## config.mk

```make
export PLATFORM = sky130hd
export DESIGN_NAME = timer_in_control
export DESIGN_NICKNAME = d
export VERILOG_FILES = /design/src/rtl/timer_in_control_pkg.sv /design/src/rtl/timer_pulse_div.sv /design/src/rtl/timer_in_control.sv
export SDC_FILE = /design/constraint.sdc
export NUM_CORES = 1
export LEC_CHECK = 0
export BUFFER_PORTS_ARGS = -buffer_cell sky130_fd_sc_hd__clkbuf_2
export CORE_MARGIN = 2
export CORE_UTILIZATION = 25
export DETAILED_ROUTE_END_ITERATION = 8
export SLEW_MARGIN = 10
export SYNTH_ARGS = -nofsm -noshare
export SYNTH_HDL_FRONTEND = slang
export SYNTH_SLANG_ARGS = --single-unit
```

## constraint.sdc

```tcl
create_clock -name clock -period 1.73 [get_ports clock]
set_clock_uncertainty 0.15 [all_clocks]
set_input_delay 0 -clock clock [delete_from_list [all_inputs] [get_ports clock]]
set_output_delay 0 -clock clock [all_outputs]
set_load 0.05 [all_outputs]
```

## src/rtl/timer_in_control_pkg.sv

```systemverilog
// Shared types and constants for the microwave timer keypad front-end.
package timer_in_control_pkg;

    localparam int NUM_KEYS = 10;
    localparam int BCD_W    = 4;

    typedef enum logic [2:0] {
        IDLE,
        DEB_PRESS,
        PULSE,
        HELD,
        DEB_REL
    } state_t;

    // Highest-numbered active key wins; ascending scan lets later hits overwrite.
    function automatic logic [BCD_W-1:0] prio_encode(input logic [NUM_KEYS-1:0] k);
        logic [BCD_W-1:0] res;
        res = '0;
        for (int unsigned i = 0; i < NUM_KEYS; i++) begin
            if (k[i]) res = i[BCD_W-1:0];
        end
        return res;
    endfunction

endpackage

```

## src/rtl/timer_pulse_div.sv

```systemverilog
// Free-running clock divider producing the 50 % duty 1 Hz timebase.
module timer_pulse_div #(
    parameter int CLK_DIV = 100
) (
    input  logic clock,
    input  logic Nreset,
    output logic pgt_1Hz
);

    localparam int CNT_W = $clog2(CLK_DIV);
    localparam logic [CNT_W-1:0] HALF = CNT_W'(CLK_DIV / 2 - 1);
    localparam logic [CNT_W-1:0] LAST = CNT_W'(CLK_DIV - 1);

    logic [CNT_W-1:0] cnt;

    always_ff @(posedge clock) begin
        if (!Nreset) begin
            cnt     <= '0;
            pgt_1Hz <= 1'b0;
        end else begin
            cnt <= (cnt == LAST) ? '0 : cnt + 1'b1;
            if (cnt == HALF || cnt == LAST) pgt_1Hz <= ~pgt_1Hz;
        end
    end

endmodule

```

## src/rtl/timer_in_control.sv

```systemverilog
// Keypad synchroniser, debouncer and BCD encoder with one-shot load strobe,
// plus the 1 Hz timebase for the downstream timer chain.
module timer_in_control
    import timer_in_control_pkg::*;
#(
    parameter int CLK_DIV  = 100,
    parameter int DEBOUNCE = 2
) (
    input  logic             key0,
    input  logic             key1,
    input  logic             key2,
    input  logic             key3,
    input  logic             key4,
    input  logic             key5,
    input  logic             key6,
    input  logic             key7,
    input  logic             key8,
    input  logic             key9,
    input  logic             Nenable,
    input  logic             clock,
    input  logic             Nreset,
    output logic [BCD_W-1:0] dados,
    output logic             loadn,
    output logic             pgt_1Hz
);

    localparam int DB_W = $clog2(DEBOUNCE + 1);
    localparam logic [DB_W-1:0] DB_LOAD = DB_W'(DEBOUNCE - 1);

    logic [NUM_KEYS-1:0] keys, sync1, sync2;
    logic                any;
    logic [BCD_W-1:0]    code;
    state_t              state, state_n;
    logic [DB_W-1:0]     cnt, cnt_n;
    logic [BCD_W-1:0]    dados_n;

    assign keys = {key9, key8, key7, key6, key5, key4, key3, key2, key1, key0};
    assign any  = |sync2;
    assign code = prio_encode(sync2);

    always_ff @(posedge clock) begin
        if (!Nreset) begin
            sync1 <= '0;
            sync2 <= '0;
            state <= IDLE;
            cnt   <= '0;
            dados <= '0;
        end else begin
            sync1 <= keys;
            sync2 <= sync1;
            state <= state_n;
            cnt   <= cnt_n;
            dados <= dados_n;
        end
    end

    // A key seen while disabled is parked in HELD so it cannot strobe after re-enable.
    always_comb begin
        state_n = state;
        cnt_n   = cnt;
        dados_n = dados;
        loadn   = 1'b1;
        case (state)
            IDLE: begin
                if (any) begin
                    cnt_n   = DB_LOAD;
                    state_n = Nenable ? HELD : DEB_PRESS;
                end
            end
            DEB_PRESS: begin
                if (Nenable) begin
                    state_n = HELD;
                end else if (!any) begin
                    state_n = IDLE;
                end else if (cnt == '0) begin
                    state_n = PULSE;
                    dados_n = code;
                end else begin
                    cnt_n = cnt - 1'b1;
                end
            end
            PULSE: begin
                loadn   = Nenable;
                state_n = HELD;
            end
            HELD: begin
                if (!any) begin
                    cnt_n   = DB_LOAD;
                    state_n = DEB_REL;
                end
            end
            DEB_REL: begin
                if (any) begin
                    state_n = HELD;
                end else if (cnt == '0) begin
                    state_n = IDLE;
                end else begin
                    cnt_n = cnt - 1'b1;
                end
            end
            default: state_n = IDLE;
        endcase
    end

    timer_pulse_div #(
        .CLK_DIV (CLK_DIV)
    ) u_div (
        .clock   (clock),
        .Nreset  (Nreset),
        .pgt_1Hz (pgt_1Hz)
    );

endmodule

```

# Word level (Yosys, flattened, before mapping)
# Cells that the tools add are included.
# classes
n_addsub	2
reduce_logical	9
n_shift	0
bitwise_logic	3
multipliers	0
n_mux	26
n_eq_ne	13
order_cmp	0
n_div	0
# ops
cell	count
$mux 4	8
$mux 3	7
$pmux 3 s5	1
$mux 2	7
$ne 2x2->1 const B	5
$reduce_or 10->1	1
$pmux 2 s4	1
$reduce_and 4->1	2
$add 7x1->7 const B	1
$eq 7x6->1 const B	1
$eq 7x7->1 const B	1
$eq 3x2->1 const B	2
$reduce_and 6->1	1
$ne 4x4->1 const B	1
$reduce_bool 4->1	1
$eq 3x1->1 const B	1
$eq 3x3->1 const B	1
$logic_not 3->1	1
$ne 3x3->1 const B	1
$not 1->1	3
$logic_not 2->1	1
$mux 1	2
$reduce_or 2->1	1
$sub 2x1->2 const B	1
$logic_or 1x1->1	1
# word_totals
out_inout_bits	6
ramBits	0
rom_bits	0
reg_bits	37
word_cells	60
n_memories	0
latchBits	0

# Depth between registers and ports, before layout
# logic_depth
ltp_word	9
mapped_depth	6
ltp_nobuf	6

# Modules after synthesis
# From an unflattened synthesis, not the netlist that was laid out.
# unflattened
cells_unflattened	162
area_unflattened_um2	1540.2
# modules_own_cells
mod	area_per_inst_um2	cells_per_inst	n_inst	seq_area_each_um2
timer_in_control	1193.6	125	1	580.6
timer_pulse_div	346.6	37	1	160.2

# Least setup slack after synthesis
# No wires, ideal clock.
# synth_path
path_kind	register -> register
from	reg sync2[4]
to	reg state[0]
path_stages_with_launch	5
path_buffers	0
setup_time_ps	116
arrival_time_ps	1292
setup_slack_ps	172
required_time_ps	1464
path_cell_list	dfxtp_1 -> nor4_4 -> nand4_2 -> o2111a_1 -> a31o_1
# synth_via
elab_chain_cells	4
# synth_rtl
element	line	source
start: declaration	timer_in_control.sv:30	logic [NUM_KEYS-1:0] keys, sync1, sync2;
start signal: assignment	timer_in_control.sv:50	sync2 <= sync1;
$reduce_or 10->1 *	timer_in_control.sv:38	assign any = |sync2;
$mux 3	timer_in_control.sv:73	end else if (!any) begin
$mux 3	timer_in_control.sv:71	if (Nenable) begin
$pmux 3 s5	timer_in_control.sv:63	case (state)
end signal: assignment	timer_in_control.sv:51	state <= state_n;
end: declaration	timer_in_control.sv:33	state_t state, state_n;
# Mark *: on every way between the ends. The rest lies on a longest branch, timed or not.
# A chain may end at the register's enable or synchronous reset.

# Worst setup path after layout
# layout_path
from	reg state[1]
to	out loadn
# layout_via
elab_chain_cells	2
# layout_rtl
element	line	source
$eq 3x2->1	timer_in_control.sv:63	
$mux 1	timer_in_control.sv:63	
end: declaration	timer_in_control.sv:23	output logic loadn,
# No other way between the ends.

==> summary.txt <==
Logic synthesis
  – Yosys reg bits: 37
  – Yosys warning count: 0
  – FFs w/ async S/R, synth: 0
  – Top cell type's share of synthesized area: 0.506
  – Syn avg cell area: 9.77 um^2
  – Syn Inst Count: 150
  – Synth top area cells: dfxtp_1 51%, and2_1 9.0%, nor2_1 3.6%
  – Primary FF master, synth: dfxtp_1
  – Post-synthesis instance area: 1470 um^2
  – Seq/Total Area, Yosys: 0.506
  – Distinct cells, synth: 38
  – Mapped Nets: 166
  – Post-synth EDFFs: 0
  – Cell accounting for the most synthesized area: dfxtp_1

Timing
  – TNS Setup: 0 ns
  – Final setup fails: 0
  – Final Hold Fails: 0
  – Max-Slew Margin vs Limit: 0.788
  – Max-slew violation count: 0
  – Tmin final: about 1.6 ns
  – Fin crit share: 0.953
  – F_max: 0.607 GHz
  – Slew at the pin with the worst max-slew slack: 0.317 ns
  – Hold Worst Slack: 0.0667 ns

Critical path
  – Worst EP required: 1.58 ns
  – Critical Path End Type: output pin
  – Worst-path maximum fanout: 9
  – Crit path kind: flop to output pin
  – RR Startpoint: sync2[7]
  – Worst R2R Path Depth: 5
  – CP Launch Point: state[1]
  – CP arrival: 1.50 ns
  – Critical path launch point type: flop

Flow run
  – Maximum capacitance violations: 0

Clock tree
  – Clk Tree Root Cell: clkbuf_8
  – H-tree depth: 2
  – CTS Sinks: 37
  – CTS tree: done
  – CTS clk-pin slew, worst paths: approximately 0.070 ns
  – Clock Path Buffers: 2
  – Worst skew pair latency: 0.28 ns
  – Number of CTS-inserted buffers: 5

Layout
  – Inserted Diodes: 0
  – Multi-input gate area: 701 um^2
  – Share of layout cells above drive strength 1: 0.246
  – Filler cell count: approximately 600
  – Register Area: approximately 750 um^2
  – Nets: 206
  – Area Overhead vs Synth: 33.2%
  – Commonest non-fill, non-tap cells in the layout: 33 x dfxtp_1, 21 x and2_1, 17 x clkbuf_2, 14 x nor2_1, 11 x dlygate4sd3_1
  – Leading cell type in the layout, fill and taps excluded: dfxtp_1

Route
  – DRT iter0 DRCs: 38
  – DR DRC count: 0
  – DRT Pass-1 Iters: 4
  – Met2 routed WL: between 1000 and 1500 um
  – WL per Instance: roughly 9.6 um
  – WL final: 2520 um
  – Via density per instance: roughly 4.2
  – Highest metal used: met4
  – Met3 WL: approximately 130 um
  – Routed met1 length: 1290 um
  – Final ANT Viol Nets: 0
  – DR vias: approximately 1100

Pwr
  – Power Density: about 1100 nW/um^2
  – Maximum vdd drop: 494 uV
  – Pwr Total: 2.10 mW
  – Leak pwr: 0.766 nW

GRT
  – Largest net degree at the start of global routing: 26
  – First-pass GRT wire length: 4260 um
  – GRT Total Usage: 0.0850
  – Grt ovf: 0
  – Initial antenna violation count: 0
  – Vias in the first global route: 958

Placed design
  – IO buf count: 18
  – Detailed-placement wirelength estimate: 1770 um
  – Routability Congestion: ~0.8

Die
  – Die width: 80.6 um
  – Ports: 19
  – Core area: 5570 um^2
  – Die height: 80.6 um
  – Placement Rows: 27
  – Die Area: 6490 um^2
  – Initial core utilization: 0.263

Worst hold path
  – Worst hold path class: primary input to flop
  – Hold Path Depth: 5
  – Hold Crit Start: Nenable

Outcome
  – Status: finished clean
[per-layer routing]
layer	GRT usage	up-vias
met4	0.0356	0
met2	0.128	17
li1	-	592
met1	0.109	485
met3	0.0315	2
met5	0	-
[stage by stage]
stage | worst slack, ns | util | instance area (um^2) | cells
final | 0.0820 | 0.350 | 1950 | 263
after global routing | -0.0159 | 0.350 | 1950 | 263
after CTS | 0.0207 | 0.340 | 1900 | 260
after detailed placement | 0.0898 | 0.299 | 1670 | 241
after global placement | 0.123 | 0.299 | 1670 | 241
after floorplan | 0.172 | - | 1470 | 150
[sequential cells by signal (all words and copies together), names as in the netlist]
signal,count
sync1,10
sync2,10
u_div.cnt,7
dados,4
state,3
cnt,2
u_div.pgt_1Hz,1
[power breakdown]
part           leakage (nW)  switching (mW)  internal, mW
registers             0.306          0.0580         0.914
clock network        0.0543           0.303         0.431
logic                 0.405           0.198         0.200
[cells in the mapped netlist (2+ instances only)]
cell	n
and3_1	2
dfxtp_1	37
nand3_1	2
o21ai_1	2
inv_1	8
mux2i_1	2
nand3b_1	4
o31ai_1	2
nand2b_1	3
xnor2_1	5
o21ai_0	3
clkbuf_1	3
xor2_1	2
and2_1	21
nand2_1	4
ha_1	3
a21oi_1	9
nor3_1	4
nor2_1	14
buf_2	2
[kinds of logic after synthesis]
kind of cell	after synthesis	synth area share
and+or+nand+nor	64	0.268
DFF	37	0.506
AOI/OAI and AO/OA	23	0.101
buffers and inverters	13	0.0350
xor gates and xnor gates	7	0.0418
muxes	3	0.0231
adders and majority gates	3	0.0256
[path summary, 6_finish.rpt]
kind	to	slack (ns)
max	loadn	0.08
min	state[1]	0.07
max reg2reg	cnt[0]	0.11
min reg2reg	sync2[3]	0.28
[critical path: stages (launching register included)]
cell and delay [ns]:
dfxtp_2 0.45, buf_4 0.16, nand2b_1 0.07, or3_1 0.31, buf_2 0.22
[area by class of cell]
type                            count  share of cell area
Clock buffer                        5              0.0353
Clock inverter                      3              0.0237
Inverter                            8              0.0154
Multi-Input combinational cell    100               0.359
Sequential cell                    37               0.383
Tap cell                           72              0.0462
Timing Repair Buffer               38               0.137
[repair_timing]
action                                 in CTS  in global routing
endpoints found under the hold margin      16                  0
pin swaps                                   0                  4
hold buffers                               11                  0
gates resized for setup                     1                 10
setup endpoints to repair                   1                  5
setup buffers                               0                  3
No activity file was read; power rests on OpenSTA's default activity.
